[src/rtl/key_filter_pkg.sv]
// Shared definitions for the key conditioner: channel state encoding and counter sizing.
package key_filter_pkg;

  typedef enum logic [2:0] {
    IDLE       = 3'd0,
    PRESS_WAIT = 3'd1,
    PRESSED    = 3'd2,
    LONG       = 3'd3,
    REL_WAIT   = 3'd4
  } ch_state_e;

  // Counter width able to hold LONG_CYC without wrapping.
  function automatic int cnt_w(input int long_cyc);
    return $clog2(long_cyc + 1);
  endfunction

endpackage

[src/rtl/key_filter_ch.sv]
// One key channel: 2-flop synchroniser, debounce/long-press FSM and registered event outputs.
module key_filter_ch
  import key_filter_pkg::*;
#(
  parameter int ACTIVE_LOW = 1,
  parameter int STABLE_CYC = 1_000_000,
  parameter int LONG_CYC   = 50_000_000
) (
  input  logic clk,
  input  logic rst,
  input  logic key,
  output logic key_pulse,
  output logic key_release,
  output logic key_long,
  output logic key_state
);

  localparam int              CNT_W     = cnt_w(LONG_CYC);
  localparam logic            REL_LVL   = (ACTIVE_LOW != 0);
  localparam logic [CNT_W-1:0] ONE      = CNT_W'(1);
  localparam logic [CNT_W-1:0] STB_LAST = CNT_W'(STABLE_CYC - 1);
  localparam logic [CNT_W-1:0] LNG_LAST = CNT_W'(LONG_CYC - 1);

  logic             sync_q1, sync_q2;
  logic             p;
  ch_state_e        state, state_n;
  logic [CNT_W-1:0] cnt, cnt_n;
  logic [CNT_W-1:0] rcnt, rcnt_n;
  logic             long_seen, long_seen_n;
  logic             pulse_evt, rel_evt, long_evt;
  logic             pulse_q, rel_q, long_q, level_q;

  always_ff @(posedge clk) begin
    if (!rst) begin
      sync_q1 <= REL_LVL;
      sync_q2 <= REL_LVL;
    end else begin
      sync_q1 <= key;
      sync_q2 <= sync_q1;
    end
  end

  // p is 1 whenever the synchronised pin differs from the released level.
  assign p = sync_q2 ^ REL_LVL;

  always_ff @(posedge clk) begin
    if (!rst) begin
      state     <= IDLE;
      cnt       <= '0;
      rcnt      <= '0;
      long_seen <= 1'b0;
    end else begin
      state     <= state_n;
      cnt       <= cnt_n;
      rcnt      <= rcnt_n;
      long_seen <= long_seen_n;
    end
  end

  always_comb begin
    state_n     = state;
    cnt_n       = cnt;
    rcnt_n      = rcnt;
    long_seen_n = long_seen;
    pulse_evt   = 1'b0;
    rel_evt     = 1'b0;
    long_evt    = 1'b0;
    case (state)
      IDLE: begin
        if (p) begin
          state_n = PRESS_WAIT;
          cnt_n   = ONE;
        end
      end
      PRESS_WAIT: begin
        if (!p) begin
          state_n = IDLE;
          cnt_n   = '0;
        end else if (cnt == STB_LAST) begin
          state_n   = PRESSED;
          cnt_n     = '0;
          pulse_evt = 1'b1;
        end else begin
          cnt_n = cnt + ONE;
        end
      end
      PRESSED: begin
        if (!p) begin
          state_n     = REL_WAIT;
          rcnt_n      = ONE;
          long_seen_n = 1'b0;
        end else if (cnt == LNG_LAST) begin
          state_n  = LONG;
          long_evt = 1'b1;
        end else begin
          cnt_n = cnt + ONE;
        end
      end
      LONG: begin
        if (!p) begin
          state_n     = REL_WAIT;
          rcnt_n      = ONE;
          long_seen_n = 1'b1;
        end
      end
      REL_WAIT: begin
        if (p) begin
          // Bounce back into the held state; the hold counter resumes this cycle.
          state_n = long_seen ? LONG : PRESSED;
          rcnt_n  = '0;
          if (!long_seen && cnt != LNG_LAST) cnt_n = cnt + ONE;
        end else if (rcnt == STB_LAST) begin
          state_n = IDLE;
          cnt_n   = '0;
          rcnt_n  = '0;
          rel_evt = 1'b1;
        end else begin
          rcnt_n = rcnt + ONE;
        end
      end
      default: begin
        state_n = IDLE;
        cnt_n   = '0;
        rcnt_n  = '0;
      end
    endcase
  end

  // Two register stages from the FSM transition to the pins.
  always_ff @(posedge clk) begin
    if (!rst) begin
      pulse_q     <= 1'b0;
      rel_q       <= 1'b0;
      long_q      <= 1'b0;
      level_q     <= 1'b0;
      key_pulse   <= 1'b0;
      key_release <= 1'b0;
      key_long    <= 1'b0;
      key_state   <= 1'b0;
    end else begin
      pulse_q     <= pulse_evt;
      rel_q       <= rel_evt;
      long_q      <= long_evt;
      if (pulse_evt)    level_q <= 1'b1;
      else if (rel_evt) level_q <= 1'b0;
      key_pulse   <= pulse_q;
      key_release <= rel_q;
      key_long    <= long_q;
      key_state   <= level_q;
    end
  end

endmodule

[src/rtl/key_filter.sv]
// N-channel push-button conditioner: one independent key_filter_ch per key bit.
module key_filter
  import key_filter_pkg::*;
#(
  parameter int N          = 3,
  parameter int ACTIVE_LOW = 1,
  parameter int STABLE_CYC = 1_000_000,
  parameter int LONG_CYC   = 50_000_000
) (
  input  logic         clk,
  input  logic         rst,
  input  logic [N-1:0] key,
  output logic [N-1:0] key_pulse,
  output logic [N-1:0] key_release,
  output logic [N-1:0] key_long,
  output logic [N-1:0] key_state
);

  for (genvar i = 0; i < N; i++) begin : g_ch
    key_filter_ch #(
      .ACTIVE_LOW(ACTIVE_LOW),
      .STABLE_CYC(STABLE_CYC),
      .LONG_CYC  (LONG_CYC)
    ) u_ch (
      .clk        (clk),
      .rst        (rst),
      .key        (key[i]),
      .key_pulse  (key_pulse[i]),
      .key_release(key_release[i]),
      .key_long   (key_long[i]),
      .key_state  (key_state[i])
    );
  end

endmodule
[config.mk]
export PLATFORM = sky130hd
export DESIGN_NAME = key_filter
export DESIGN_NICKNAME = d
export VERILOG_FILES = /design/src/rtl/key_filter_pkg.sv /design/src/rtl/key_filter_ch.sv /design/src/rtl/key_filter.sv
export SDC_FILE = /design/constraint.sdc
export NUM_CORES = 1
export LEC_CHECK = 0
export BUFFER_PORTS_ARGS = -buffer_cell sky130_fd_sc_hd__buf_4
export CELL_PAD_IN_SITES_DETAIL_PLACEMENT = 0
export CELL_PAD_IN_SITES_GLOBAL_PLACEMENT = 1
export CORE_ASPECT_RATIO = 0.9
export CORE_MARGIN = 3
export CORE_UTILIZATION = 45
export DETAILED_ROUTE_END_ITERATION = 12
export PLACE_DENSITY_LB_ADDON = 0.1
export SYNTH_ARGS = -nofsm -noshare
export SYNTH_HDL_FRONTEND = slang
export SYNTH_HIERARCHICAL = 1
export SYNTH_SLANG_ARGS = --single-unit
[constraint.sdc]
create_clock -name clk -period 6.8 [get_ports clk]
set_input_delay 0.34 -clock clk [delete_from_list [all_inputs] [get_ports clk]]
set_output_delay 0.34 -clock clk [all_outputs]
set_load 0.05 [all_outputs]
==> summary.md, run 1 <==
Routability-driven placement finished with a final weighted congestion of 0.8113. The measured slew at the worst slew-check pin is 1.117 ns. In this run the number of H-tree levels came out at 4. The data arrival time at the worst-slack endpoint is 3.43 ns, and the clock skew is 0.01583 ns. The first global-routing pass estimated 41,840 um of wire.

In the finished design, the share of the clock period the worst path needs comes to 46.47%. The worst-case reg-to-reg path depth is 6, and the post-cts resize count is 0. After floorplanning, the core was divided into 52 placement rows.

Summed over all cells, the static leakage comes to 3.593 nW. The filler cell count is 2,206. The most used flip-flop cell after synthesis is sky130_fd_sc_hd__dfxtp_1.

The run gives 0 as the number of hold violations in the final report. The most common cell in the synthesized netlist is sky130_fd_sc_hd__dfxtp_1. The switching power as a share of total power works out to 23.43%. The maximum single-stage delay on the critical path was 0.84 ns.

In this run the power density over the cells is 207.2 nW/um2. Before CTS, the worst setup slack after placement is 3.641 ns. The highest ir drop seen on vdd is 0.0001410 V. STA classifies the critical path startpoint as a register. The initial antenna violation count is 0, and the summed instance area of the synthesized netlist is 10,380 um2. Before antenna repair, the detailed router went through 6 iterations. The biggest area contributor in the post-synthesis netlist is sky130_fd_sc_hd__dfxtp_1. The flow ran to the end, and the final reports show no timing, DRC or antenna violations. The clock-pin transition on the worst setup and hold timing paths works out to 0.07 ns. After synthesis, the share of cell area in mux cells is 0.5063%. The average detailed-routed wire length per instance was 15.75 um.

Of the cells placed in the final design, the portion with a size suffix greater than 1 is 7.854%. Clock tree synthesis inserted a total of 17 buffers. The most critical setup path has its startpoint at g_ch[0].u_ch/rcnt[14]$_SDFFE_PN0P_.

Max-cap violations in this run came to 0. The simple-gate share of the synthesized area is 33.49%, and the total number of vias is 9,034. In this run the count of I/O pins placed on the die edge is 17. For this run the aggregate overflow at the end of global routing stands at 0. The number of pins with negative max-slew slack in the final report is 0.

Die height: 150.1 um. The number of DRC markers in iteration 0 is 716. The detailed-placement wirelength estimate is 15,930 um, and the final wirelength is 24,130 um. By count the netlist is led by 198 x sky130_fd_sc_hd__dfxtp_1, 141 x sky130_fd_sc_hd__nand2_1, 109 x sky130_fd_sc_hd__nor2_1, 66 x sky130_fd_sc_hd__a21oi_1, 62 x sky130_fd_sc_hd__nand3_1. The total of buffers placed on input and output ports was 16; the number of enable flip-flop cells after synthesis was 0.

Registers are responsible for 50.7% of the overall power. The worst setup path endpoint is g_ch[0].u_ch/rcnt[3]$_SDFFE_PN0P_. Global routing consumed, over all layers together, 19.59% of the routing resources. The die is 166.1 um wide.

The count of antenna-violating nets left after detailed routing came out at 0. Setup repair after global routing left no endpoint under its margin. Summing the areas of all xor and xnor instances in the mapped netlist gives 5.063% of the synthesized area. The endpoint kind of the worst setup timing path is a register. For the number of global-route vias before repair, the log shows 8,309.

Share of total power in the clock network: 43.9%. Walking the worst path, the cells encountered are or4b_1 -> or4_4 -> nor4_2 -> nor2b_1 -> o21ai_2 -> nor2_1. Area overhead of the layout relative to synthesis: 7.703%. The portion of synthesized cell area occupied by the leading cell type works out to 38.19%. The total negative slack was 0 ns. The tools report the count of buffers added by post-CTS timing repair for setup as 0. Main combinational cell family by area after synthesis: simple AND/OR/NAND/NOR gates. The worst-case headroom to the max-slew limit came out at 25.55%. The tools report the area inside the core boundary as 22,580 um2.

The die area was 24,920 um2. The average size of a mapped cell is 8.283 um2, and the sink count of the clock tree is 198. The initial utilization of the core area, before any placement, comes to 45.97%. The slowest stage of the critical path is the sky130_fd_sc_hd__o21ai_2 cell. The Yosys warning count came out at 6. In this run the critical register-to-register path is launched from g_ch[0].u_ch/rcnt[14]$_SDFFE_PN0P_. Subtracting the final worst setup slack from the clock period gives 3.160 ns.

In this run the worst path has a maximum fanout of 24. The total of hold buffers inserted after clock tree synthesis is 0. TritonCTS built the clock tree. The worst setup path is of the register to register kind. The required time of the critical path is 7.07 ns, and the synthesized net count is 1,264.

In this run the register-to-register setup slack is 3.64 ns. Based on the critical path, the design can be clocked at up to 316.4 MHz. The proportion of synthesized flip-flops having asynchronous set or reset was 0%. Sorting the synthesized cells by area gives the leading types as sky130_fd_sc_hd__dfxtp_1 38%, sky130_fd_sc_hd__nand2_1 5.1%, sky130_fd_sc_hd__nor2_1 3.9%. The internal power consumption is 1.774 mW. The number of remaining DRC errors is 0. For the number of buffers on the longest clock path, the log shows 2.

The routed via count divided by cell count came out at 5.897. Endpoint of the worst register-to-register path: g_ch[0].u_ch/rcnt[3]$_SDFFE_PN0P_. At the end of the flow, the number of nets in the layout was 1,235.

The share of the Yosys chip area taken by registers is 38.19%. The post-synthesis adder-cell area fraction came out at 0.7233%. In this run the clock root is driven by a sky130_fd_sc_hd__clkbuf_16.

The repair_antennas step left the layout with diodes totalling 0. The synthesized netlist cell count is 1,253, and the count of distinct cell types in the synthesized netlist is 72. The class of the tightest hold or removal check is input port to register. The share of the synthesized area in compound gates (AO/OA/AOI/OAI) came out at 18.00%. For the final setup violation count, the log shows 0. Combinational logic is responsible for 5.4% of the overall power. The later-pin clock latency in the skew report is 0.43 ns. After layout, the worst setup slack is 3.640 ns. The tools report the tightest hold margin as 0.09380 ns. In this run the power spent charging and discharging nets is 0.5427 mW.

Entering global routing, the biggest net connects 75 pins. After synthesis the netlist holds a flip-flop and latch count of 198.
[per-stage QoR]
| stage | std cells | utilization, % | power (mW) | area, um2 |
|---|---|---|---|---|
| 2_1_floorplan | 1253 | - | 1.303 | 10380 |
| 3_3_place_gp | 1502 | 46.91 | 1.328 | 10590 |
| 3_5_place_dp | 1502 | 46.91 | 1.327 | 10590 |
| 4_1_cts | 1532 | 49.51 | 2.352 | 11180 |
| 5_1_grt | 1532 | 49.51 | 2.411 | 11180 |
| 6_report | 1532 | 49.51 | 2.317 | 11180 |
[final cells by class]
cell class,count,area [um2],area share (%)
sequential,198,3964,35.46
timing repair buffer,21,157.7,1.410
clock buffer,21,470.5,4.209
inverter,19,71.32,0.6380
multi-input combinational,967,6026,53.91
tap,297,371.6,3.324
clock inverter,9,117.6,1.052
[cells by family after synthesis]
kind of cell               Yosys count
AOI/OAI and AO/OA                  266
xor gates and xnor gates            60
buffers and inverters               88
DFF                                198
and+or+nand+nor                    630
muxes                                5
adders and majority gates            6
[per-layer routing]
metal  routed length (um)  track usage [%]  vias up
li1                     -                -     4616
met1                12660            28.76     4282
met2                10620            30.49      132
met3                  747            3.222        4
met4                  101            4.033        0
met5                    0                0        -
[power by group through the flow]
| stage | clock [mW] | combinational (mW) | sequential (mW) |
|---|---|---|---|
| floorplan | 0 | 0.109 | 1.19 |
| global placement | 0 | 0.127 | 1.20 |
| detailed placement | 0 | 0.126 | 1.20 |
| CTS | 1.05 | 0.126 | 1.17 |
| global route | 1.09 | 0.141 | 1.18 |
| finish | 1.02 | 0.126 | 1.17 |
[registers in the layout, indices dropped and copies added (netlist names)]
signal and flops:
g_ch.u_ch/cnt 78, g_ch.u_ch/key_long 3, g_ch.u_ch/key_pulse 3, g_ch.u_ch/key_release 3
g_ch.u_ch/key_state 3, g_ch.u_ch/level_q 3, g_ch.u_ch/long_q 3, g_ch.u_ch/long_seen 3
g_ch.u_ch/pulse_q 3, g_ch.u_ch/rcnt 78, g_ch.u_ch/rel_q 3, g_ch.u_ch/state 9
g_ch.u_ch/sync_q1 3, g_ch.u_ch/sync_q2 3
[placed cells by master (no fill, tap or decap), drive strengths merged, types with 10 or more instances in the layout]
master	Yosys	layout
dfxtp	198	198
nand2	141	141
nor2	111	111
a21oi	76	76
nand3	64	64
nand4	43	43
xor2	39	39
or3	38	38
and3	34	34
nand2b	33	33
nor3	31	31
a211oi	31	31
o32ai	31	31
o21ai	30	30
o22ai	25	25
inv	19	22
nand4b	21	21
and2	21	21
xnor2	21	21
buf	25	21
clkbuf	44	21
or4	20	20
nor4	19	19
and4	16	16
o211ai	13	13
o31ai	10	10
[worst min-delay path by stage]
stage | startpoint | to | slack [ns] | cells past startpoint
2_1_floorplan | g_ch[0].u_ch/sync_q1$_SDFF_PN1_ | g_ch[0].u_ch/sync_q2$_SDFF_PN1_ | 0.39 | 1
3_3_place_gp | g_ch[1].u_ch/sync_q1$_SDFF_PN1_ | g_ch[1].u_ch/sync_q2$_SDFF_PN1_ | 0.39 | 1
3_5_place_dp | g_ch[2].u_ch/sync_q1$_SDFF_PN1_ | g_ch[2].u_ch/sync_q2$_SDFF_PN1_ | 0.40 | 1
4_1_cts | key[0] | g_ch[0].u_ch/sync_q1$_SDFF_PN1_ | 0.07 | 2
5_1_grt | key[2] | g_ch[2].u_ch/sync_q1$_SDFF_PN1_ | 0.08 | 2
6_report | key[0] | g_ch[0].u_ch/sync_q1$_SDFF_PN1_ | 0.09 | 2
[worst max-delay path: cells and delay by family, from the launching register on]
family	cells	cell delay [ns]
and+or+nand+nor	5	1.71
AOI/OAI and AO/OA	1	0.84
DFF	1	0.45
(Power assumes the default switching activity.)
==> run 2: changes to the inputs <==
CORE_UTILIZATION = 44   (was 45)
clock period = 2.6 ns   (was 6.8 ns; I/O delays follow)
==> run 2 against run 1 <==
Net effect: the flow now finishes with violations (negative setup slack); sequential power grew to 2.6 times the previous value; via count up 7.3%; setup slack got worse by 3.7 ns; die area rose by 2.2%; cell count grew 9.9%; largest power group unchanged.
==> summary.md, run 2 (synthesized netlist as in run 1, its figures left out) <==
The tree is rooted in a sky130_fd_sc_hd__clkbuf_16. The detailed-placement wirelength estimate was 18,350 um (+15%); the global-route wire length before repair was 45,750 um (+9.3%). The data arrival time at the worst-slack endpoint is 3.01 ns (-0.42 ns), and the number of non-filler instances in the completed layout is 1,683 (+9.9%).

The total of buffers placed on input and output ports works out to 16 (unchanged). The I/O pin count is 17 (unchanged), and the wire length on met3 is 1149 um (+54%). Filler cell count: 2,118 (-4.0%).

For the number of placed instances, taps included, the log shows 1,639 (+9.1%). The routed via count divided by cell count is 5.757 (-2.4%). The tools report the total number of vias as 9,689 (+7.3%).

The type of origin of the critical path was a register. The detailed-routed wire length on met2 came out at 11,440 um (+7.7%). The top metal layer carrying routed signals is met4. The maximum single-stage delay on the critical path is 0.58 ns (-0.26 ns). The effective utilization at floorplan came out at 45.45% (-0.52 points).

The area inside the core boundary is 22,840 um2 (+1.2%). The run gives 55.47% (+6.0 points) as the utilization after layout. For the later-pin clock latency in the skew report, the log shows 0.44 ns (about the same). The tools report the leakage power figure as 4.446 nW (+24%). The largest registers in the layout are g_ch.u_ch/cnt: 78 flops, g_ch.u_ch/rcnt: 78 flops, g_ch.u_ch/state: 9 flops. Clock skew: 0.01740 ns (+0.001565 ns). The global route total overflow was 0 (unchanged); the number of global-route vias before repair was 8,864 (+6.7%). The tools report the CTS buffer count as 17 (unchanged).

The run gives 2 (unchanged) as the number of buffers on the longest clock path. The final critical-path required period was 2.646 ns (-0.5139 ns). Setup repair after global routing could not meet its margin everywhere. The signal on the critical path passes through or4b_4 -> or4_4 -> nor4_4 -> buf_6 -> o32ai_4 -> or4_4 -> a21oi_2.

The final wirelength is 26,960 um (+12%). The final reports fail on negative setup slack. The number of core rows was 52 (unchanged). The run gives 0 (unchanged) as the number of antenna cells inserted. Area overhead of the layout relative to synthesis: 22.06%. The library cells used most frequently in the layout, excluding fill and tap cells, are 196 x sky130_fd_sc_hd__dfxtp_1, 151 x sky130_fd_sc_hd__buf_4, 141 x sky130_fd_sc_hd__nand2_1. The logs give 0.0003772 V (+170%) for the highest ir drop seen on vdd and 0 (unchanged) for the initial antenna violation count. The tools report the required time of the critical path as 2.97 ns (-4.10 ns).

The clock-pin transition on the worst setup and hold timing paths was 0.08 ns (about the same). Final setup violation count: 2 (+2). The flow ran to the end, but the final reports show violations. The share of the clock period used by the worst path after layout is 101.8% (+55 points), and the routed metal-1 wire length is 14,140 um (+12%).

For the least setup slack across all paths after layout, the log shows -0.04625 ns (-3.686 ns). The power per standard cell area came out at 495.3 nW/um2 (+140%). The worst setup path is captured at a register.

The die width is 167.9 um (+1.1%). The number of remaining DRC errors was 0 (unchanged); the worst-case headroom to the max-slew limit was 46.76% (+21 points). The number of hold violations in the final report is 0 (unchanged).

For the count of antenna-violating nets left after detailed routing, the log shows 0 (unchanged). The average detailed-routed wire length per instance came out at 16.02 um (+1.7%). The biggest fanout along the worst timing path was 8 (-67%). The logs give 0 (unchanged) for the max-cap check violation count and 0.8394 (+3.5%) for the last weighted congestion value of the routability-driven placer. The category of the critical setup timing path was register to register.

For the depth of the CTS H-tree, the log shows 4 (unchanged). The slowest cell on the critical path is sky130_fd_sc_hd__or4_4. The layout net count was 1,385 (+12%). The run gives 21.33% (+1.7 points) as the overall track demand over capacity in global routing.

Number of detailed-routing iterations run before antenna repair: 5 (-1). The run gives 0.06764 ns (-0.02617 ns) as the tightest hold margin. The cell type with the highest occurrence count on the critical path is sky130_fd_sc_hd__or4_4.

The tools report the number of pins with negative max-slew slack in the final report as 0 (unchanged). The min-delay analysis places its worst path in the category input port to register. The maximum operating frequency was 377.9 MHz (+19%). TritonCTS built the clock tree. The measured slew at the worst slew-check pin came out at 0.7978 ns (-0.3190 ns). The die height was 151.7 um (+1.1%); the number of DRC markers in iteration 0 was 793 (+11%). The most common cell after layout, fill and taps aside was sky130_fd_sc_hd__dfxtp_1. The tools report the die area as 25,470 um2 (+2.2%).

For the sink count of the clock tree, the log shows 198 (unchanged). The pin count of the biggest net entering global routing is 38 (-49%), and the fraction of layout cells with a size suffix above 1 is 19.91% (+12 points).
run 2: cell count changes in the layout (fill, tap and decap cells not counted), sizes merged:
cell and delta:
buf +146, clkbuf -2, clkinv +2, clkinvlp -3
dlygate4sd3 +3, inv +4, o32ai +1
run 2: per-stage QoR:
step                      setup TNS, ns  worst slack, ns  instance area (um2)  total power [mW]
after floorplan                       0          0.04998                10380             3.407
after global placement           -2.828          -0.1750                11730             3.550
after detailed placement         -3.018          -0.2131                11730             3.551
after CTS                       -0.1050         -0.03928                12440             6.333
after global routing            -0.9557          -0.1016                12670             6.525
final                          -0.04736         -0.04625                12670             6.274
run 2: worst paths after layout:
| check | start | endpoint | slack (ns) | depth (start not counted) |
|---|---|---|---|---|
| setup reg to reg | g_ch[0].u_ch/rcnt[15]$_SDFFE_PN0P_ | g_ch[0].u_ch/cnt[20]$_SDFFE_PN0P_ | -0.05 | 7 |
| setup / recovery | g_ch[0].u_ch/rcnt[15]$_SDFFE_PN0P_ | g_ch[0].u_ch/cnt[20]$_SDFFE_PN0P_ | -0.05 | 7 |
| hold / removal | rst | g_ch[1].u_ch/long_q$_SDFF_PP0_ | 0.07 | 3 |
| hold reg to reg | g_ch[0].u_ch/sync_q1$_SDFF_PN1_ | g_ch[0].u_ch/sync_q2$_SDFF_PN1_ | 0.41 | 1 |
run 2: layer usage:
metal / track usage (%) / up-vias
met5: 0 / -
met4: 4.335 / 0
met3: 2.672 / 16
met2: 31.65 / 228
met1: 33.06 / 4525
li1: - / 4920
run 2: cell type report:
class	instances	area (um2)	share of cell area (%)
Inverter	19	71.32	0.5630
Clock inverter	12	160.2	1.264
Tap cell	297	371.6	2.933
Clock buffer	19	442.9	3.496
Sequential cell	198	3969	31.33
Timing Repair Buffer	170	1431	11.30
Multi-Input combinational cell	968	6222	49.12
run 2: timing repair:
| action | in CTS | in global routing |
|---|---|---|
| pin swaps | 15 | 18 |
| endpoints found under the hold margin | 3 | 0 |
| buffers inserted | 4 | 4 |
| hold buffers | 3 | 0 |
| resized for setup | 4 | 40 |
| endpoints found under the setup margin | 34 | 75 |
| cloned | 1 | 1 |
run 2: critical path, delay by kind of cell (launching register included):
kind	cells	cell delay [ns]
AND/OR/NAND/NOR	4	1.78
flip-flops	1	0.36
AO/OA/AOI/OAI	2	0.27
buffers and inverters	1	0.17
run 2: report_power, final:
part	total (mW)	switching (mW)	internal, mW
sequential	3.06	0.0147	3.04
combinational	0.465	0.282	0.183
clock	2.75	1.27	1.48
